[src/rtl/uart_rx_buffered.sv]
// uart_rx_buffered
// Oversampling UART receiver. The serial line is synchronized, each bit is
// decided by a three-sample majority vote around the bit centre, and every
// completed frame is pushed as {ferr, perr, data} into a small receive FIFO.
// Frame format (data bits, parity, stop bits, prescale) is captured at the
// start edge and held for the whole frame. An all-zero frame through the first
// stop bit is reported as a break instead of being stored.

module uart_rx_buffered #(
    parameter int DWIDTH     = 8,
    parameter int PWIDTH     = 6,
    parameter int FIFO_DEPTH = 4
) (
    input  logic              clk,
    input  logic              rst,
    input  logic              s_data,
    input  logic [3:0]        data_bits,
    input  logic              parity_en,
    input  logic              parity_type,
    input  logic              stop_bits,
    input  logic [PWIDTH-1:0] prescale,
    output logic [DWIDTH-1:0] m_data,
    output logic              m_perr,
    output logic              m_ferr,
    output logic              m_valid,
    input  logic              m_ready,
    output logic              overrun,
    output logic              break_det,
    output logic              busy
);

    localparam int                AW        = $clog2(FIFO_DEPTH);
    localparam logic [AW:0]       DEPTH_CNT = (AW + 1)'(FIFO_DEPTH);
    localparam logic [AW:0]       CNT_ONE   = (AW + 1)'(1);
    localparam logic [AW-1:0]     PTR_ONE   = AW'(1);
    localparam logic [PWIDTH-1:0] P_ONE     = PWIDTH'(1);

    typedef enum logic [2:0] {
        S_IDLE,
        S_START,
        S_DATA,
        S_PARITY,
        S_STOP1,
        S_STOP2
    } state_t;

    typedef struct packed {
        logic              ferr;
        logic              perr;
        logic [DWIDTH-1:0] data;
    } entry_t;

    // Line synchronizer and edge history
    logic sync1_q, sync2_q, prev_q;
    logic line, line_fall;

    // Receiver state
    state_t            state_q, state_d;
    logic [PWIDTH-1:0] cnt_q, cnt_d;
    logic [3:0]        bit_idx_q, bit_idx_d;
    logic              smp0_q, smp0_d;
    logic              smp1_q, smp1_d;

    // Frame format captured at the start edge
    logic [3:0]        nbits_q, nbits_d;
    logic              pen_q, pen_d;
    logic              ptype_q, ptype_d;
    logic              stop2_q, stop2_d;
    logic [PWIDTH-1:0] presc_q, presc_d;

    // Frame accumulation
    logic [DWIDTH-1:0] shift_q, shift_d;
    logic              perr_q, perr_d;
    logic              ferr_q, ferr_d;
    logic              zero_q, zero_d;

    // Hand-off to the FIFO and event pulses
    logic   wr_req_q, wr_req_d;
    entry_t wr_word_q, wr_word_d;
    logic   break_q, break_d;
    logic   overrun_q, overrun_d;

    // Bit timing decode
    logic [PWIDTH-1:0] half, half_m1, half_p1, last;
    logic              decide, bit_end, maj;

    // FIFO
    entry_t        mem_q [FIFO_DEPTH];
    entry_t        head;
    logic [AW-1:0] wr_ptr_q, wr_ptr_d;
    logic [AW-1:0] rd_ptr_q, rd_ptr_d;
    logic [AW:0]   count_q, count_d;
    logic          full, push, pop;

    // Two-flop synchronizer plus one history flop for falling-edge detection
    always_ff @(posedge clk) begin
        if (rst) begin
            sync1_q <= 1'b1;
            sync2_q <= 1'b1;
            prev_q  <= 1'b1;
        end else begin
            // NOTE: non-blocking assignments keep this a real three-stage chain;
            // blocking ones would collapse it into a single flop.
            sync1_q <= s_data;
            sync2_q <= sync1_q;
            prev_q  <= sync2_q;
        end
    end

    assign line      = sync2_q;
    assign line_fall = prev_q & ~sync2_q;

    // Sample points and bit boundary derived from the latched prescale
    always_comb begin
        half    = presc_q >> 1;
        half_m1 = half - P_ONE;
        half_p1 = half + P_ONE;
        last    = presc_q - P_ONE;
        decide  = (cnt_q == half_p1);
        bit_end = (cnt_q == last);
        maj     = (smp0_q & smp1_q) | (smp0_q & line) | (smp1_q & line);
    end

    // Next-state logic: bit timing, frame assembly, break and write decisions
    always_comb begin
        // NOTE: every signal written here gets a default first, so no path
        // through the case can leave a latch behind.
        state_d   = state_q;
        cnt_d     = cnt_q;
        bit_idx_d = bit_idx_q;
        smp0_d    = smp0_q;
        smp1_d    = smp1_q;
        nbits_d   = nbits_q;
        pen_d     = pen_q;
        ptype_d   = ptype_q;
        stop2_d   = stop2_q;
        presc_d   = presc_q;
        shift_d   = shift_q;
        perr_d    = perr_q;
        ferr_d    = ferr_q;
        zero_d    = zero_q;
        wr_req_d  = 1'b0;
        wr_word_d = wr_word_q;
        break_d   = 1'b0;

        if (state_q != S_IDLE) begin
            cnt_d = bit_end ? '0 : cnt_q + P_ONE;
            if (cnt_q == half_m1) smp0_d = line;
            if (cnt_q == half)    smp1_d = line;
        end

        case (state_q)
            S_IDLE: begin
                if (line_fall) begin
                    // The detect cycle is count 0 of the start bit.
                    state_d   = S_START;
                    cnt_d     = P_ONE;
                    bit_idx_d = '0;
                    nbits_d   = data_bits;
                    pen_d     = parity_en;
                    ptype_d   = parity_type;
                    stop2_d   = stop_bits;
                    presc_d   = prescale;
                    shift_d   = '0;
                    perr_d    = 1'b0;
                    ferr_d    = 1'b0;
                    zero_d    = 1'b1;
                end
            end

            S_START: begin
                if (bit_end) state_d = S_DATA;
                // A start bit that votes high was only a glitch.
                if (decide && maj) begin
                    state_d = S_IDLE;
                    cnt_d   = '0;
                end
            end

            S_DATA: begin
                if (decide) begin
                    for (int i = 0; i < DWIDTH; i++) begin
                        if (bit_idx_q == 4'(i)) shift_d[i] = maj;
                    end
                    zero_d = zero_q & ~maj;
                end
                if (bit_end) begin
                    if (bit_idx_q == nbits_q - 4'd1) begin
                        bit_idx_d = '0;
                        state_d   = pen_q ? S_PARITY : S_STOP1;
                    end else begin
                        bit_idx_d = bit_idx_q + 4'd1;
                    end
                end
            end

            S_PARITY: begin
                if (decide) begin
                    // Unused upper data bits are zero, so they do not disturb the XOR.
                    perr_d = (((^shift_q) ^ maj) != ptype_q);
                    zero_d = zero_q & ~maj;
                end
                if (bit_end) state_d = S_STOP1;
            end

            S_STOP1: begin
                if (bit_end) state_d = S_STOP2;
                if (decide) begin
                    if (zero_q && !maj) begin
                        break_d = 1'b1;
                        state_d = S_IDLE;
                        cnt_d   = '0;
                    end else if (!stop2_q) begin
                        wr_req_d       = 1'b1;
                        wr_word_d.ferr = ferr_q | ~maj;
                        wr_word_d.perr = perr_q;
                        wr_word_d.data = shift_q;
                        state_d        = S_IDLE;
                        cnt_d          = '0;
                    end else begin
                        ferr_d = ferr_q | ~maj;
                    end
                end
            end

            S_STOP2: begin
                // Leave at the decision point so a back-to-back start edge is caught.
                if (decide) begin
                    wr_req_d       = 1'b1;
                    wr_word_d.ferr = ferr_q | ~maj;
                    wr_word_d.perr = perr_q;
                    wr_word_d.data = shift_q;
                    state_d        = S_IDLE;
                    cnt_d          = '0;
                end
            end

            default: begin
                state_d = S_IDLE;
                cnt_d   = '0;
            end
        endcase
    end

    // Receiver registers
    always_ff @(posedge clk) begin
        if (rst) begin
            state_q   <= S_IDLE;
            cnt_q     <= '0;
            bit_idx_q <= '0;
            smp0_q    <= 1'b1;
            smp1_q    <= 1'b1;
            nbits_q   <= '0;
            pen_q     <= 1'b0;
            ptype_q   <= 1'b0;
            stop2_q   <= 1'b0;
            presc_q   <= '0;
            shift_q   <= '0;
            perr_q    <= 1'b0;
            ferr_q    <= 1'b0;
            zero_q    <= 1'b0;
            wr_req_q  <= 1'b0;
            wr_word_q <= '0;
            break_q   <= 1'b0;
        end else begin
            state_q   <= state_d;
            cnt_q     <= cnt_d;
            bit_idx_q <= bit_idx_d;
            smp0_q    <= smp0_d;
            smp1_q    <= smp1_d;
            nbits_q   <= nbits_d;
            pen_q     <= pen_d;
            ptype_q   <= ptype_d;
            stop2_q   <= stop2_d;
            presc_q   <= presc_d;
            shift_q   <= shift_d;
            perr_q    <= perr_d;
            ferr_q    <= ferr_d;
            zero_q    <= zero_d;
            wr_req_q  <= wr_req_d;
            wr_word_q <= wr_word_d;
            break_q   <= break_d;
        end
    end

    // FIFO control: a write into a full FIFO survives only if the head pops
    always_comb begin
        full      = (count_q == DEPTH_CNT);
        pop       = m_valid & m_ready;
        push      = wr_req_q & (~full | pop);
        overrun_d = wr_req_q & full & ~pop;
        wr_ptr_d  = push ? wr_ptr_q + PTR_ONE : wr_ptr_q;
        rd_ptr_d  = pop  ? rd_ptr_q + PTR_ONE : rd_ptr_q;
        count_d   = count_q;
        case ({push, pop})
            2'b10:   count_d = count_q + CNT_ONE;
            2'b01:   count_d = count_q - CNT_ONE;
            default: count_d = count_q;
        endcase
    end

    // FIFO pointers, occupancy and overrun pulse
    always_ff @(posedge clk) begin
        if (rst) begin
            wr_ptr_q  <= '0;
            rd_ptr_q  <= '0;
            count_q   <= '0;
            overrun_q <= 1'b0;
        end else begin
            wr_ptr_q  <= wr_ptr_d;
            rd_ptr_q  <= rd_ptr_d;
            count_q   <= count_d;
            overrun_q <= overrun_d;
        end
    end

    // FIFO storage
    // NOTE: the storage array is not reset; m_valid gates the head so stale
    // contents are never visible.
    always_ff @(posedge clk) begin
        if (push) mem_q[wr_ptr_q] <= wr_word_q;
    end

    // Head presentation, forced to zero while the FIFO is empty
    always_comb begin
        head    = mem_q[rd_ptr_q];
        m_valid = (count_q != '0);
        m_data  = '0;
        m_perr  = 1'b0;
        m_ferr  = 1'b0;
        if (m_valid) begin
            m_data = head.data;
            m_perr = head.perr;
            m_ferr = head.ferr;
        end
    end

    assign busy      = (state_q != S_IDLE);
    assign overrun   = overrun_q;
    assign break_det = break_q;

endmodule

[config.mk]
export PLATFORM = sky130hd
export DESIGN_NAME = uart_rx_buffered
export DESIGN_NICKNAME = d
export VERILOG_FILES = /design/src/rtl/uart_rx_buffered.sv
export SDC_FILE = /design/constraint.sdc
export NUM_CORES = 1
export LEC_CHECK = 0
export BUFFER_PORTS_ARGS = -buffer_cell sky130_fd_sc_hd__buf_4
export CORE_ASPECT_RATIO = 1.5
export CORE_MARGIN = 1.5
export CORE_UTILIZATION = 49
export DETAILED_ROUTE_END_ITERATION = 6
export PLACE_DENSITY_LB_ADDON = 0.12
export SLEW_MARGIN = 20
export SYNTH_ARGS = -nofsm -noshare
export SYNTH_HDL_FRONTEND = slang
export SYNTH_SLANG_ARGS = --single-unit
[constraint.sdc]
create_clock -name clk -period 3.4 [get_ports clk]
set_input_delay 1.02 -clock clk [delete_from_list [all_inputs] [get_ports clk]]
set_output_delay 1.02 -clock clk [all_outputs]
set_load 0.02 [all_outputs]
==> results.md <==
## Drt
- total vias in the final route: 3556
- length of the first detailed-routing pass in iterations: 4
- Antenna Violating Nets Remaining: 0
- Remaining DRCs: 0
- violation count after the first detailed-routing iteration: 153
- drt wl/cell: 16.40 um
- via count normalized by instance count: 5.717
- sum of routed wire length over all layers: 10.20 mm

## Pwr
- NetSw: 0.9265 mW
- leakage power summed over all cells: 1.988 nW
- IR drop worst, VDD: 411.5 uV
- relative contribution of the clock network to total power: 0.323
- Gate power share: 0.212
- Int Power: 2.087 mW
- switching fraction of total power: 0.3074
- proportion of power drawn by flip-flops and latches: 0.465
- cell area power density: 536.6 nW/um^2

## Clock tree
- total clock buffers created by CTS: 9
- largest buffer count on any clock path: 2
- H-tree levels: 3
- number of hold-repair buffers added at the cts stage: 0
- clk_lat worst skew: 350 ps
- cell at the root of the clock tree: sky130_fd_sc_hd__clkbuf_16
- clock tree from TritonCTS: done
- post-cts repair resize count: 0
- number of sinks driven by the clock tree: 104
- CTS clk-pin slew, worst paths: 70 ps
- post-CTS setup buffer count: 0

## STA
- Slew @ Worst Pin: 798.4 ps
- final clock skew: 7.223 ps
- Final Hold Viols: 0
- normalized max-slew margin: 0.4665
- final count of pins violating max slew: 0
- Setup violations, final: 0
- worst slack on hold paths: 412.4 ps
- peak clock frequency supported by timing: 333.4 MHz
- RSZ-0062 raised after global routing: no
- shortest period the worst path allows: 3000 ps
- total negative setup slack: 0 ps
- share of the clock period used by the worst path: 0.8823

## Synthesis
- post-synthesis instance total: 480
- Yosys reg bits: 104
- synthesized-area fraction occupied by ao, oa, aoi and oai cells: 0.1078
- Unique masters post-synth: 63
- mean area per synthesized cell: 10.52 um^2
- number of nets in the synthesized netlist: 513
- number of enable-type register cells in the synthesized netlist: 40
- post-synthesis adder-cell area fraction: 0.04313
- Post-synth ARST share: 0
- fraction of the mapped netlist area in simple logic gates: 0.1812
- Synth Warn #: 0
- Post-synth top flop: sky130_fd_sc_hd__dfxtp_1
- mux share of post-synthesis cell area: 0.06644
- combinational family with the most area after synthesis: simple AND/OR/NAND/NOR gates
- XOR/XNOR Fraction of Synth Area: 0.06941
- post-synthesis sequential area ratio: 0.4918
- summed instance area of the synthesized netlist: 5047 um^2

## Global route
- number of global-route vias before repair: 3576
- grt total ovfl: 0
- largest net degree at the start of global routing: 52
- antenna violations before repair: 0
- GRT Util Overall: 0.1998
- wire length of the first global-routing pass: 17.04 mm

## Place
- count of input and output buffers: 30
- GPL Wtd Cong: 0.9266
- HPWL after detailed placement: 7.377 mm
- Cells after DPL: 606

## Final layout
- net count of the finished layout: 533
- Inserted Diodes: 0
- synthesis-to-finish area growth: 11.28%
- filler-free cell count of the finished design: 622
- number of inserted filler cells in the final layout: 898
- ratio of cells with drive above 1 in the final layout: 0.1406

## Critical path
- cell at the slowest stage of the critical path: sky130_fd_sc_hd__or4b_2
- delay of the slowest cell on the worst path: 620 ps
- data required time of the critical path: 3670 ps
- Reg2Reg Setup Slack: 510 ps
- critical path class: input port to flop
- Arr. time, crit path: 3270 ps
- Crit path top cell by count: sky130_fd_sc_hd__inv_1
- maximum net fanout on the critical path: 3
- critical-path cell list: buf_4, or4b_2, and2_1, inv_1, ha_1, inv_1, fa_1, xor2_1, or3_1, a21oi_1
- Startpoint Class: input port
- element type at the critical path end: flop

## Floorplanning
- CORE AREA: 10080 um^2
- placement row count: 45
- Die Outline Area: 10930 um^2
- chip width: 85.87 um
- top-level I/O count: 31
- Initial Utilization: 0.5008
- die span in y: 127.3 um

## Status
- result of the run: finished, final reports clean

## Min path
- classification of the worst-slack hold path: flop to flop

## Run
- max-capacitance violation count: 0

[cell usage after synthesis, drive strengths merged, types with 2 or more instances]
library cell	instances	area share
and3	7	0.0087
mux4	10	0.045
ha	15	0.037
o32ai	2	0.0035
a21oi	23	0.023
dfxtp	64	0.25
a211o	3	0.0052
nor3	10	0.011
inv	19	0.014
a211oi	3	0.0045
o31ai	6	0.0099
nor4	7	0.012
nor3b	2	0.0030
nor2	32	0.024
a21o	2	0.0030
nand2	50	0.037
nand2b	4	0.0050
buf	10	0.012
or3	4	0.0050
nand4	7	0.0087
or2	4	0.0050
xnor2	22	0.038
and2	14	0.017
nand3b	2	0.0030
a41oi	2	0.0035
o22a	2	0.0035
nor4b	3	0.0094
or4	3	0.0045
edfxtp	40	0.24
a31oi	5	0.0062
nor2b	7	0.0087
o21ai	9	0.0089
clkbuf	18	0.013
o211ai	4	0.0059
o31a	2	0.0035
nand3	12	0.012
xor2	18	0.031
or4b	2	0.0040
a32o	8	0.016
mux2i	11	0.022
[stage by stage]
stage	cell area (um^2)	power, mW	utilization	worst slack (ps)
after floorplan	5047	1.898	-	221.8
after global placement	5344	2.058	0.5302	129.9
after detailed placement	5344	2.066	0.5302	47.98
after CTS	5617	3.036	0.5573	420.7
after global routing	5617	3.138	0.5573	237.7
final	5617	3.014	0.5573	400.2
[flip-flops by register name (all words and copies together) (netlist names), 2 cells and up, named ones only]
register / count
mem_q: 40
wr_word_q: 10
shift_q: 8
cnt_q: 6
presc_q: 6
bit_idx_q: 4
nbits_q: 4
count_q: 3
state_q: 3
rd_ptr_q: 2
wr_ptr_q: 2
[power by group through the flow]
stage	combinational (mW)	sequential, mW	clock (mW)
detailed placement	0.636	1.43	0
CTS	0.640	1.40	0.994
finish	0.638	1.40	0.974
global route	0.703	1.41	1.02
floorplan	0.513	1.39	0
global placement	0.629	1.43	0
[layout make-up]
class | count | area, um^2 | area share
Inverter | 20 | 75.07 | 0.01337
Tap cell | 117 | 146.4 | 0.02606
Multi-Input combinational cell | 328 | 2362 | 0.4206
Sequential cell | 104 | 2482 | 0.4420
Clock buffer | 11 | 242.7 | 0.04322
Clock inverter | 5 | 30.03 | 0.005346
Timing Repair Buffer | 37 | 277.8 | 0.04945
[layer usage]
| layer | GRT usage | share of wire | vias to the layer above |
|---|---|---|---|
| li1 | - | - | 1767 |
| met1 | 0.2116 | 0.40 | 1711 |
| met2 | 0.3733 | 0.55 | 59 |
| met3 | 0.03359 | 0.020 | 19 |
| met4 | 0.1015 | 0.036 | 0 |
| met5 | 0 | 0 | - |
[final timing paths]
path                                         startpoint                 endpoint  cells after the start
worst max-delay path                            m_ready  count_q[2]$_SDFFE_PP0P_                     10
worst min-delay path                 sync1_q$_SDFF_PP1_          line$_SDFF_PP1_                      1
worst max register to register  presc_q[1]$_SDFFE_PP0P_      perr_q$_SDFFE_PP0P_                      8
worst min register to register       sync1_q$_SDFF_PP1_          line$_SDFF_PP1_                      1
[cells in the final DEF (no fill, tap or decap), types with 3 or more instances in the layout]
cell / count
sky130_fd_sc_hd__dfxtp_1: 64
sky130_fd_sc_hd__nand2_1: 50
sky130_fd_sc_hd__edfxtp_1: 40
sky130_fd_sc_hd__buf_4: 37
sky130_fd_sc_hd__nor2_1: 32
sky130_fd_sc_hd__a21oi_1: 23
sky130_fd_sc_hd__xnor2_1: 22
sky130_fd_sc_hd__inv_1: 19
sky130_fd_sc_hd__xor2_1: 18
sky130_fd_sc_hd__ha_1: 15
sky130_fd_sc_hd__and2_1: 13
sky130_fd_sc_hd__nand3_1: 12
sky130_fd_sc_hd__mux2i_1: 11
sky130_fd_sc_hd__mux4_2: 10
sky130_fd_sc_hd__nor3_1: 9
sky130_fd_sc_hd__clkbuf_16: 9
sky130_fd_sc_hd__o21ai_0: 8
sky130_fd_sc_hd__a32o_1: 8
sky130_fd_sc_hd__and3_1: 7
sky130_fd_sc_hd__nor2b_1: 7
sky130_fd_sc_hd__nand4_1: 7
sky130_fd_sc_hd__nor4_1: 6
sky130_fd_sc_hd__a31oi_1: 5
sky130_fd_sc_hd__o31ai_1: 5
sky130_fd_sc_hd__or3_1: 4
sky130_fd_sc_hd__o211ai_1: 4
sky130_fd_sc_hd__nand2b_1: 4
sky130_fd_sc_hd__clkinv_1: 3
sky130_fd_sc_hd__or4_1: 3
sky130_fd_sc_hd__a211o_1: 3
sky130_fd_sc_hd__a211oi_1: 3
sky130_fd_sc_hd__or2_2: 3
[logic make-up after synthesis]
logic type,Yosys count
AND/OR/NAND/NOR,172
flip-flops,104
XOR/XNOR,40
buffers and inverters,48
AO/OA/AOI/OAI,78
multiplexers,21
adder cells (fa/ha/maj),17
[worst max-delay path: cells and delay by family]
kind,cells,cell delay [ps]
xor gates and xnor gates,1,150
and+or+nand+nor,3,1140
buffers and inverters,3,260
AOI/OAI and AO/OA,1,130
adders and majority gates,2,570
No activity file was read; power rests on OpenSTA's default activity.
